File: src/rtl/trivium_stream_pkg.sv
// Shared definitions for the Trivium keystream engine.
//   - Cipher geometry: key/IV widths, 288-bit state, 1152 initialisation steps.
//   - Register tap positions, zero-based: state bit s(n) lives at index n-1.
//   - FSM state encoding.
//   - load_state(): key/IV placement into the 288-bit state at (re)initialisation.
package trivium_stream_pkg;

    localparam int KEY_W      = 80;
    localparam int IV_W       = 80;
    localparam int ST_W       = 288;
    localparam int INIT_STEPS = 1152;

    // Segment start indices: A = s1..s93, B = s94..s177, C = s178..s288
    localparam int B_LO = 93;
    localparam int C_LO = 177;

    // Segment A taps
    localparam int A_FB    = 65;   // s66
    localparam int A_END   = 92;   // s93
    localparam int A_AND0  = 90;   // s91
    localparam int A_AND1  = 91;   // s92
    localparam int A_CROSS = 170;  // s171

    // Segment B taps
    localparam int B_FB    = 161;  // s162
    localparam int B_END   = 176;  // s177
    localparam int B_AND0  = 174;  // s175
    localparam int B_AND1  = 175;  // s176
    localparam int B_CROSS = 263;  // s264

    // Segment C taps
    localparam int C_FB    = 242;  // s243
    localparam int C_END   = 287;  // s288
    localparam int C_AND0  = 285;  // s286
    localparam int C_AND1  = 286;  // s287
    localparam int C_CROSS = 68;   // s69

    typedef enum logic [2:0] {
        S_IDLE,
        S_KEYED,
        S_INIT,
        S_GEN,
        S_HOLD
    } state_t;

    // s1..s80 = key, s94..s173 = IV, s286..s288 = 1, everything else 0
    function automatic logic [ST_W-1:0] load_state(input logic [KEY_W-1:0] key,
                                                   input logic [IV_W-1:0]  iv);
        logic [ST_W-1:0] s;
        s                = '0;
        s[KEY_W-1:0]     = key;
        s[B_LO +: IV_W]  = iv;
        s[ST_W-1 -: 3]   = 3'b111;
        return s;
    endfunction

endpackage

File: src/rtl/trivium_stream_if.sv
// Host-side bus of the Trivium keystream engine.
//   Kin/Krdy/Kvld : key load and key-held indication
//   Din/Drdy      : IV load, starts or restarts initialisation
//   BSY           : engine initialising or generating
//   Dout/Dvld/Dack: keystream block with valid/acknowledge handshake
//   Ptxt          : plaintext block, present only when TRIVIUM_XOR_EN is defined
// master = host/consumer side, slave = engine side.
interface trivium_stream_if
    import trivium_stream_pkg::*;
#(
    parameter int OUT_W = 128
);
    logic [KEY_W-1:0] Kin;
    logic             Krdy;
    logic             Kvld;
    logic [IV_W-1:0]  Din;
    logic             Drdy;
    logic             BSY;
    logic [OUT_W-1:0] Dout;
    logic             Dvld;
    logic             Dack;
`ifdef TRIVIUM_XOR_EN
    logic [OUT_W-1:0] Ptxt;

    modport master (output Kin, Krdy, Din, Drdy, Dack, Ptxt,
                    input  Kvld, BSY, Dout, Dvld);
    modport slave  (input  Kin, Krdy, Din, Drdy, Dack, Ptxt,
                    output Kvld, BSY, Dout, Dvld);
`else
    modport master (output Kin, Krdy, Din, Drdy, Dack,
                    input  Kvld, BSY, Dout, Dvld);
    modport slave  (input  Kin, Krdy, Din, Drdy, Dack,
                    output Kvld, BSY, Dout, Dvld);
`endif
endinterface

File: src/rtl/trivium_stream_update.sv
// Combinational Trivium round logic: advances the 288-bit state by UNROLL steps.
//   st_i : current state (bit n-1 = s(n))
//   st_o : state after UNROLL steps
//   ks_o : the UNROLL keystream bits; the first step's bit is ks_o[UNROLL-1]
module trivium_stream_update
    import trivium_stream_pkg::*;
#(
    parameter int UNROLL = 8
) (
    input  logic [ST_W-1:0]   st_i,
    output logic [ST_W-1:0]   st_o,
    output logic [UNROLL-1:0] ks_o
);

    logic [ST_W-1:0]   s;
    logic [UNROLL-1:0] ks;
    logic              t1, t2, t3;

    always_comb begin
        s  = st_i;
        ks = '0;
        t1 = 1'b0;
        t2 = 1'b0;
        t3 = 1'b0;
        for (int k = 0; k < UNROLL; k++) begin
            t1 = s[A_FB] ^ s[A_END];
            t2 = s[B_FB] ^ s[B_END];
            t3 = s[C_FB] ^ s[C_END];
            ks[UNROLL-1-k] = t1 ^ t2 ^ t3;
            t1 = t1 ^ (s[A_AND0] & s[A_AND1]) ^ s[A_CROSS];
            t2 = t2 ^ (s[B_AND0] & s[B_AND1]) ^ s[B_CROSS];
            t3 = t3 ^ (s[C_AND0] & s[C_AND1]) ^ s[C_CROSS];
            // Each segment shifts up by one; feedback enters at its lowest bit
            s = {s[ST_W-2:C_LO], t2, s[C_LO-2:B_LO], t1, s[B_LO-2:0], t3};
        end
        st_o = s;
        ks_o = ks;
    end

endmodule

File: src/rtl/trivium_stream.sv
// Trivium keystream engine: key load, 1152-step initialisation, then an
// unbounded stream of OUT_W-bit blocks, UNROLL cipher steps per clock.
// Ports:
//   CLK  : clock, rising edge
//   RST  : asynchronous reset, active-high
//   EN   : global enable; low freezes all state
//   bus  : trivium_stream_if.slave (key, IV, block handshake)
// Parameters: UNROLL (1..64, divides 1152 and OUT_W), OUT_W (8..512).
// Optional macro TRIVIUM_XOR_EN: Dout = keystream XOR bus.Ptxt, Ptxt sampled
// on the final GEN clock. Without it Dout is raw keystream.
module trivium_stream
    import trivium_stream_pkg::*;
#(
    parameter int UNROLL = 8,
    parameter int OUT_W  = 128
) (
    input  logic                CLK,
    input  logic                RST,
    input  logic                EN,
    trivium_stream_if.slave     bus
);

    localparam int INIT_CYC = INIT_STEPS / UNROLL;
    localparam int GEN_CYC  = OUT_W / UNROLL;
    localparam int INIT_CW  = (INIT_CYC > 1) ? $clog2(INIT_CYC) : 1;
    localparam int GEN_CW   = (GEN_CYC > 1) ? $clog2(GEN_CYC) : 1;

    state_t              state_q, state_d;
    logic [KEY_W-1:0]    key_q;
    logic [ST_W-1:0]     st_q;
    logic [OUT_W-1:0]    blk_q;
    logic [OUT_W-1:0]    dout_q;
    logic [INIT_CW-1:0]  init_cnt_q;
    logic [GEN_CW-1:0]   gen_cnt_q;

    logic [ST_W-1:0]     st_upd;
    logic [UNROLL-1:0]   ks;
    logic [OUT_W-1:0]    blk_nxt;
    logic                init_last;
    logic                gen_last;
    logic                resync;

    trivium_stream_update #(.UNROLL(UNROLL)) u_update (
        .st_i (st_q),
        .st_o (st_upd),
        .ks_o (ks)
    );

    // Newest keystream bits enter at the LSB so the first bit ends at the MSB
    generate
        if (OUT_W == UNROLL) begin : g_blk_full
            assign blk_nxt = ks;
        end else begin : g_blk_shift
            assign blk_nxt = {blk_q[OUT_W-UNROLL-1:0], ks};
        end
    endgenerate

    assign init_last = (init_cnt_q == INIT_CW'(INIT_CYC - 1));
    assign gen_last  = (gen_cnt_q == GEN_CW'(GEN_CYC - 1));
    // Drdy while streaming restarts with the stored key; it beats Dack
    assign resync    = bus.Drdy && ((state_q == S_GEN) || (state_q == S_HOLD));

    // FSM state register
    always_ff @(posedge CLK or posedge RST) begin
        if (RST) begin
            state_q <= S_IDLE;
        end else if (EN) begin
            state_q <= state_d;
        end
    end

    // FSM next state
    always_comb begin
        state_d = state_q;
        case (state_q)
            S_IDLE:  if (bus.Krdy) state_d = S_KEYED;
            S_KEYED: if (bus.Drdy) state_d = S_INIT;
            S_INIT:  if (init_last) state_d = S_GEN;
            S_GEN: begin
                if (bus.Drdy)     state_d = S_INIT;
                else if (gen_last) state_d = S_HOLD;
            end
            S_HOLD: begin
                if (bus.Drdy)     state_d = S_INIT;
                else if (bus.Dack) state_d = S_GEN;
            end
            default: state_d = S_IDLE;
        endcase
    end

    // FSM outputs
    always_comb begin
        bus.Kvld = (state_q != S_IDLE);
        bus.BSY  = (state_q == S_INIT) || (state_q == S_GEN) || (state_q == S_HOLD);
        bus.Dvld = (state_q == S_HOLD);
        bus.Dout = dout_q;
    end

    // Datapath: key, cipher state, block assembly and counters
    always_ff @(posedge CLK or posedge RST) begin
        if (RST) begin
            key_q      <= '0;
            st_q       <= '0;
            blk_q      <= '0;
            dout_q     <= '0;
            init_cnt_q <= '0;
            gen_cnt_q  <= '0;
        end else if (EN) begin
            if (resync) begin
                st_q       <= load_state(key_q, bus.Din);
                init_cnt_q <= '0;
                gen_cnt_q  <= '0;
            end else begin
                case (state_q)
                    S_IDLE: begin
                        if (bus.Krdy) key_q <= bus.Kin;
                    end
                    S_KEYED: begin
                        if (bus.Krdy) key_q <= bus.Kin;
                        // A same-cycle key update must reach the load
                        if (bus.Drdy) begin
                            st_q       <= load_state(bus.Krdy ? bus.Kin : key_q, bus.Din);
                            init_cnt_q <= '0;
                        end
                    end
                    S_INIT: begin
                        st_q <= st_upd;
                        if (init_last) begin
                            init_cnt_q <= '0;
                            gen_cnt_q  <= '0;
                        end else begin
                            init_cnt_q <= init_cnt_q + INIT_CW'(1);
                        end
                    end
                    S_GEN: begin
                        st_q  <= st_upd;
                        blk_q <= blk_nxt;
                        if (gen_last) begin
                            gen_cnt_q <= '0;
`ifdef TRIVIUM_XOR_EN
                            dout_q    <= blk_nxt ^ bus.Ptxt;
`else
                            dout_q    <= blk_nxt;
`endif
                        end else begin
                            gen_cnt_q <= gen_cnt_q + GEN_CW'(1);
                        end
                    end
                    default: ;  // HOLD: cipher stalled, Dout stable
                endcase
            end
        end
    end

endmodule

File: src/flat_wrapper.sv
// flat-port wrapper written by rule: the top's interface ports become plain ports
module trivium_stream_flat import trivium_stream_pkg::*;
#(
    parameter int UNROLL = 8,
    parameter int OUT_W  = 128
)
  (CLK, RST, EN, bus_Kin, bus_Krdy, bus_Din, bus_Drdy, bus_Dack, bus_Kvld, bus_BSY, bus_Dout, bus_Dvld);
  trivium_stream_if #(.OUT_W(OUT_W)) bus_i ();
  input  logic CLK;
  input  logic RST;
  input  logic EN;
  input wire logic [$bits(bus_i.Kin)-1:0] bus_Kin;
  input wire logic [$bits(bus_i.Krdy)-1:0] bus_Krdy;
  input wire logic [$bits(bus_i.Din)-1:0] bus_Din;
  input wire logic [$bits(bus_i.Drdy)-1:0] bus_Drdy;
  input wire logic [$bits(bus_i.Dack)-1:0] bus_Dack;
  output wire logic [$bits(bus_i.Kvld)-1:0] bus_Kvld;
  output wire logic [$bits(bus_i.BSY)-1:0] bus_BSY;
  output wire logic [$bits(bus_i.Dout)-1:0] bus_Dout;
  output wire logic [$bits(bus_i.Dvld)-1:0] bus_Dvld;
  assign bus_i.Kin = bus_Kin;
  assign bus_i.Krdy = bus_Krdy;
  assign bus_i.Din = bus_Din;
  assign bus_i.Drdy = bus_Drdy;
  assign bus_i.Dack = bus_Dack;
  assign bus_Kvld = bus_i.Kvld;
  assign bus_BSY = bus_i.BSY;
  assign bus_Dout = bus_i.Dout;
  assign bus_Dvld = bus_i.Dvld;
  trivium_stream #(.UNROLL(UNROLL), .OUT_W(OUT_W)) u_core (.CLK(CLK), .RST(RST), .EN(EN), .bus(bus_i));
endmodule
File: config.mk
export PLATFORM = sky130hd
export DESIGN_NAME = trivium_stream_flat
export DESIGN_NICKNAME = d
export VERILOG_FILES = /design/src/rtl/trivium_stream_pkg.sv /design/src/rtl/trivium_stream_if.sv /design/src/rtl/trivium_stream_update.sv /design/src/rtl/trivium_stream.sv /design/src/flat_wrapper.sv
export SDC_FILE = /design/constraint.sdc
export NUM_CORES = 2
export LEC_CHECK = 0
export CAP_MARGIN = 15
export CORE_ASPECT_RATIO = 0.8
export CORE_MARGIN = 2
export CORE_UTILIZATION = 40
export DETAILED_ROUTE_END_ITERATION = 7
export SKIP_CTS_REPAIR_TIMING = 1
export SLEW_MARGIN = 25
export SYNTH_ARGS = -nofsm -noshare
export SYNTH_HDL_FRONTEND = slang
export SYNTH_SLANG_ARGS = --single-unit
File: constraint.sdc
create_clock -name CLK -period 68 [get_ports CLK]
set_clock_uncertainty 0.1 [all_clocks]
set_input_delay 13.6 -clock CLK [delete_from_list [all_inputs] [get_ports CLK]]
set_output_delay 13.6 -clock CLK [all_outputs]
set_load 0.01 [all_outputs]
==> run metrics <==
Layout area overhead 20.7%; most frequent cells after synthesis 848 x nand2_1, 631 x dfrtp_1, 175 x mux2_2; top cell type's share of synthesized area 56.9%; number of iterations in the first detailed-routing pass 5; Mapped Area between 20000 and 30000 um^2; ys async rst share 100%; Finished Layout Cells just under 4000; initial core utilization 40.3%; Leak between 15 and 20 nW; DP HPWL 44.3 mm; critical path type in2reg; DP Area around 31000 um^2; Die Area about 71000 um^2; Avg WL per Cell about 18 um; Worst Path Buf+Inv 3; Max Freq about 0.060 GHz; syn nets about 3000; post-route ant nets 0; register bit total from synthesis between 600 and 700; Post-Synth Simple-Gate Area roughly 19%; clk_lat worst skew 0.60 ns; top cells by area, synth dfrtp_1 57%, nand2_1 11%, mux2_2 7.1%; drt total wl around 71 mm; final worst-path cycle share 24.5%; crit path launch type input pin; largest family of logic cells by synthesized area simple AND/OR/NAND/NOR gates; Die X between 200 and 300 um; VDD IR-drop max 0.0341 mV; Site Rows 86; Distinct cells, synth 53; RSZ-0062 raised after global routing no; syn_area_per_cell 10.1 um^2; count of final max-slew check failures 0; Yosys top cell by area dfrtp_1; Finished Cell Area roughly 33000 um^2; Clk Tree Root Cell clkbuf_16; via/cell ratio approximately 5.3; Post-Synth XOR/XNOR Area under 10%; DIE HEIGHT 240 um; CP Cell Sequence clkdlybuf4s50_1 -> inv_1 -> nor2_4 -> nand2_4 -> buf_6 -> mux2_1; number of synthesized flops with an enable pin 0; Antenna Cells 0; final setup fails 0; DRT iter0 DRCs between 1500 and 2000; CTS buffer count 67; most common cell in the synthesized netlist nand2_1; slowest stage delay, CP roughly 0.97 ns; outcome completed; worst endpoint data arrival time roughly 17 ns; CTS sink cnt between 600 and 700; number of I/O port buffers 296; compound-cell area share of the yosys netlist under 10%; H-tree depth 3; Core ar. between 60000 and 70000 um^2; layout cells sized above 1 between 10% and 20%; post-synthesis mux area share ~8.6%; sequential fraction of the synthesis area around 57%; number of global-route vias before repair just over 20000; I/O Pins between 200 and 300; largest net degree at the start of global routing between 200 and 250; Critical Path RT 68.37 ns; normalized max-slew margin between 20% and 30%; Final Hold Fails 0; CTS clk-pin slew, worst paths 0.06 ns; CP max FO 87; Clock Path Buffers 3; Post-Synth Adder-Cell Area 0.0902%; routed vias between 20000 and 25000; max cap viols 0; CP endpoint kind register; Tmin final about 17 ns; CP top delay family buffers and inverters; remaining global-route overflow 0; first-pass GRT wire length between 100 and 150 mm; Final nets approximately 3100; initial antenna violation count 2; Post-Route Setup TNS 0 ns; Worst Hold Class reg2reg; Cells after Synth between 2000 and 3000; TritonCTS clock tree done; Residual DRC 0; GRT Resource Usage Total roughly a fifth; Synth Flop Type dfrtp_1; Final Power 1.33 mW; GPL Wtd Cong around 0.80; Synth warnings 0; Power Dens Cells just under 40 nW/um^2; cell at the slowest stage of the critical path clkdlybuf4s50_1; placed cell count 3794; slew at the pin closest to its max-slew limit 1.11 ns
==> kinds of logic (layout without fill, tap and decap cells) <==
group / Yosys count / count (layout)
and+or+nand+nor: 1241 / 1241
DFF: 631 / 631
AOI/OAI and AO/OA: 386 / 386
muxes: 213 / 213
buffers and inverters: 208 / 436
xor gates and xnor gates: 72 / 72
adders and majority gates: 2 / 2
==> worst min-delay path: stages, from the launching register on <==
cell and delay, ns:
dfrtp_1 0.34, nand2_1 0.05, nand2_1 0.05
==> per-stage QoR <==
stage / utilization (%) / setup slack [ns] / hold WS [ns]
after global routing: 48.7 / 51.10 / 0.384
after global placement: 45.5 / 50.39 / 0.349
after floorplan: - / 36.63 / 0.333
after detailed placement: 45.5 / 50.29 / 0.355
after CTS: 48.7 / 50.93 / 0.368
final: 48.7 / 51.31 / 0.364
==> path summary, 6_finish.rpt <==
| check | from | end | slack, ns | cells past startpoint |
|---|---|---|---|---|
| worst max-delay path | EN | u_core.bus.Dout[101] | 51.31 | 6 |
| worst min-delay path | u_core.st_q[204] | u_core.st_q[204] | 0.36 | 2 |
| worst max register to register | u_core.state_q[1] | u_core.bus.Dout[101] | 64.50 | 5 |
| worst min register to register | u_core.st_q[204] | u_core.st_q[204] | 0.36 | 2 |
| max in group asynchronous | RST | u_core.st_q[28] | 51.67 | 5 |
| min in group asynchronous | RST | u_core.bus.Dout[115] | 13.37 | 2 |
==> metal layers <==
layer	vias up	track usage, %	share of wire (%)
li1	9614	-	-
met1	10353	29.1	47
met2	520	30.2	45
met3	96	3.99	6.0
met4	4	4.67	1.7
met5	-	0	0.032
==> flip-flops by register name, summed over array words and instances (netlist names) <==
signal             cells
u_core.gen_cnt_q       4
u_core.state_q         3
u_core.blk_q         120
u_core.st_q          288
u_core.init_cnt_q      8
u_core.bus.Dout      128
u_core.key_q          80
==> power breakdown <==
part	internal (mW)	leakage (nW)	switching [mW]
Clock	0.215	1.08	0.152
Combinational	0.170	6.56	0.243
Sequential	0.474	8.23	0.0710
==> cell usage in the layout (no fill, tap or decap), types with 56 or more instances in the layout <==
cell type,instances
clkdlybuf4s50_1,295
mux2_2,175
nand2_1,844
a31oi_1,89
nand3_1,129
nand3b_1,66
nand2b_1,66
o31ai_1,72
dfrtp_1,631
nor2_1,94
xnor2_1,56
clkbuf_16,69
a21oi_1,144
==> layout make-up <==
class / instances / area (um^2)
fillers: 6281 / 35300
flip-flops and latches: 631 / 15800
multi-input cells: 1914 / 11100
repair buffers: 320 / 3200
clock buffers: 93 / 1950
well taps: 924 / 1160
clock inverters: 17 / 230
inverters: 6 / 30.0
No activity file was read; power rests on OpenSTA's default activity.
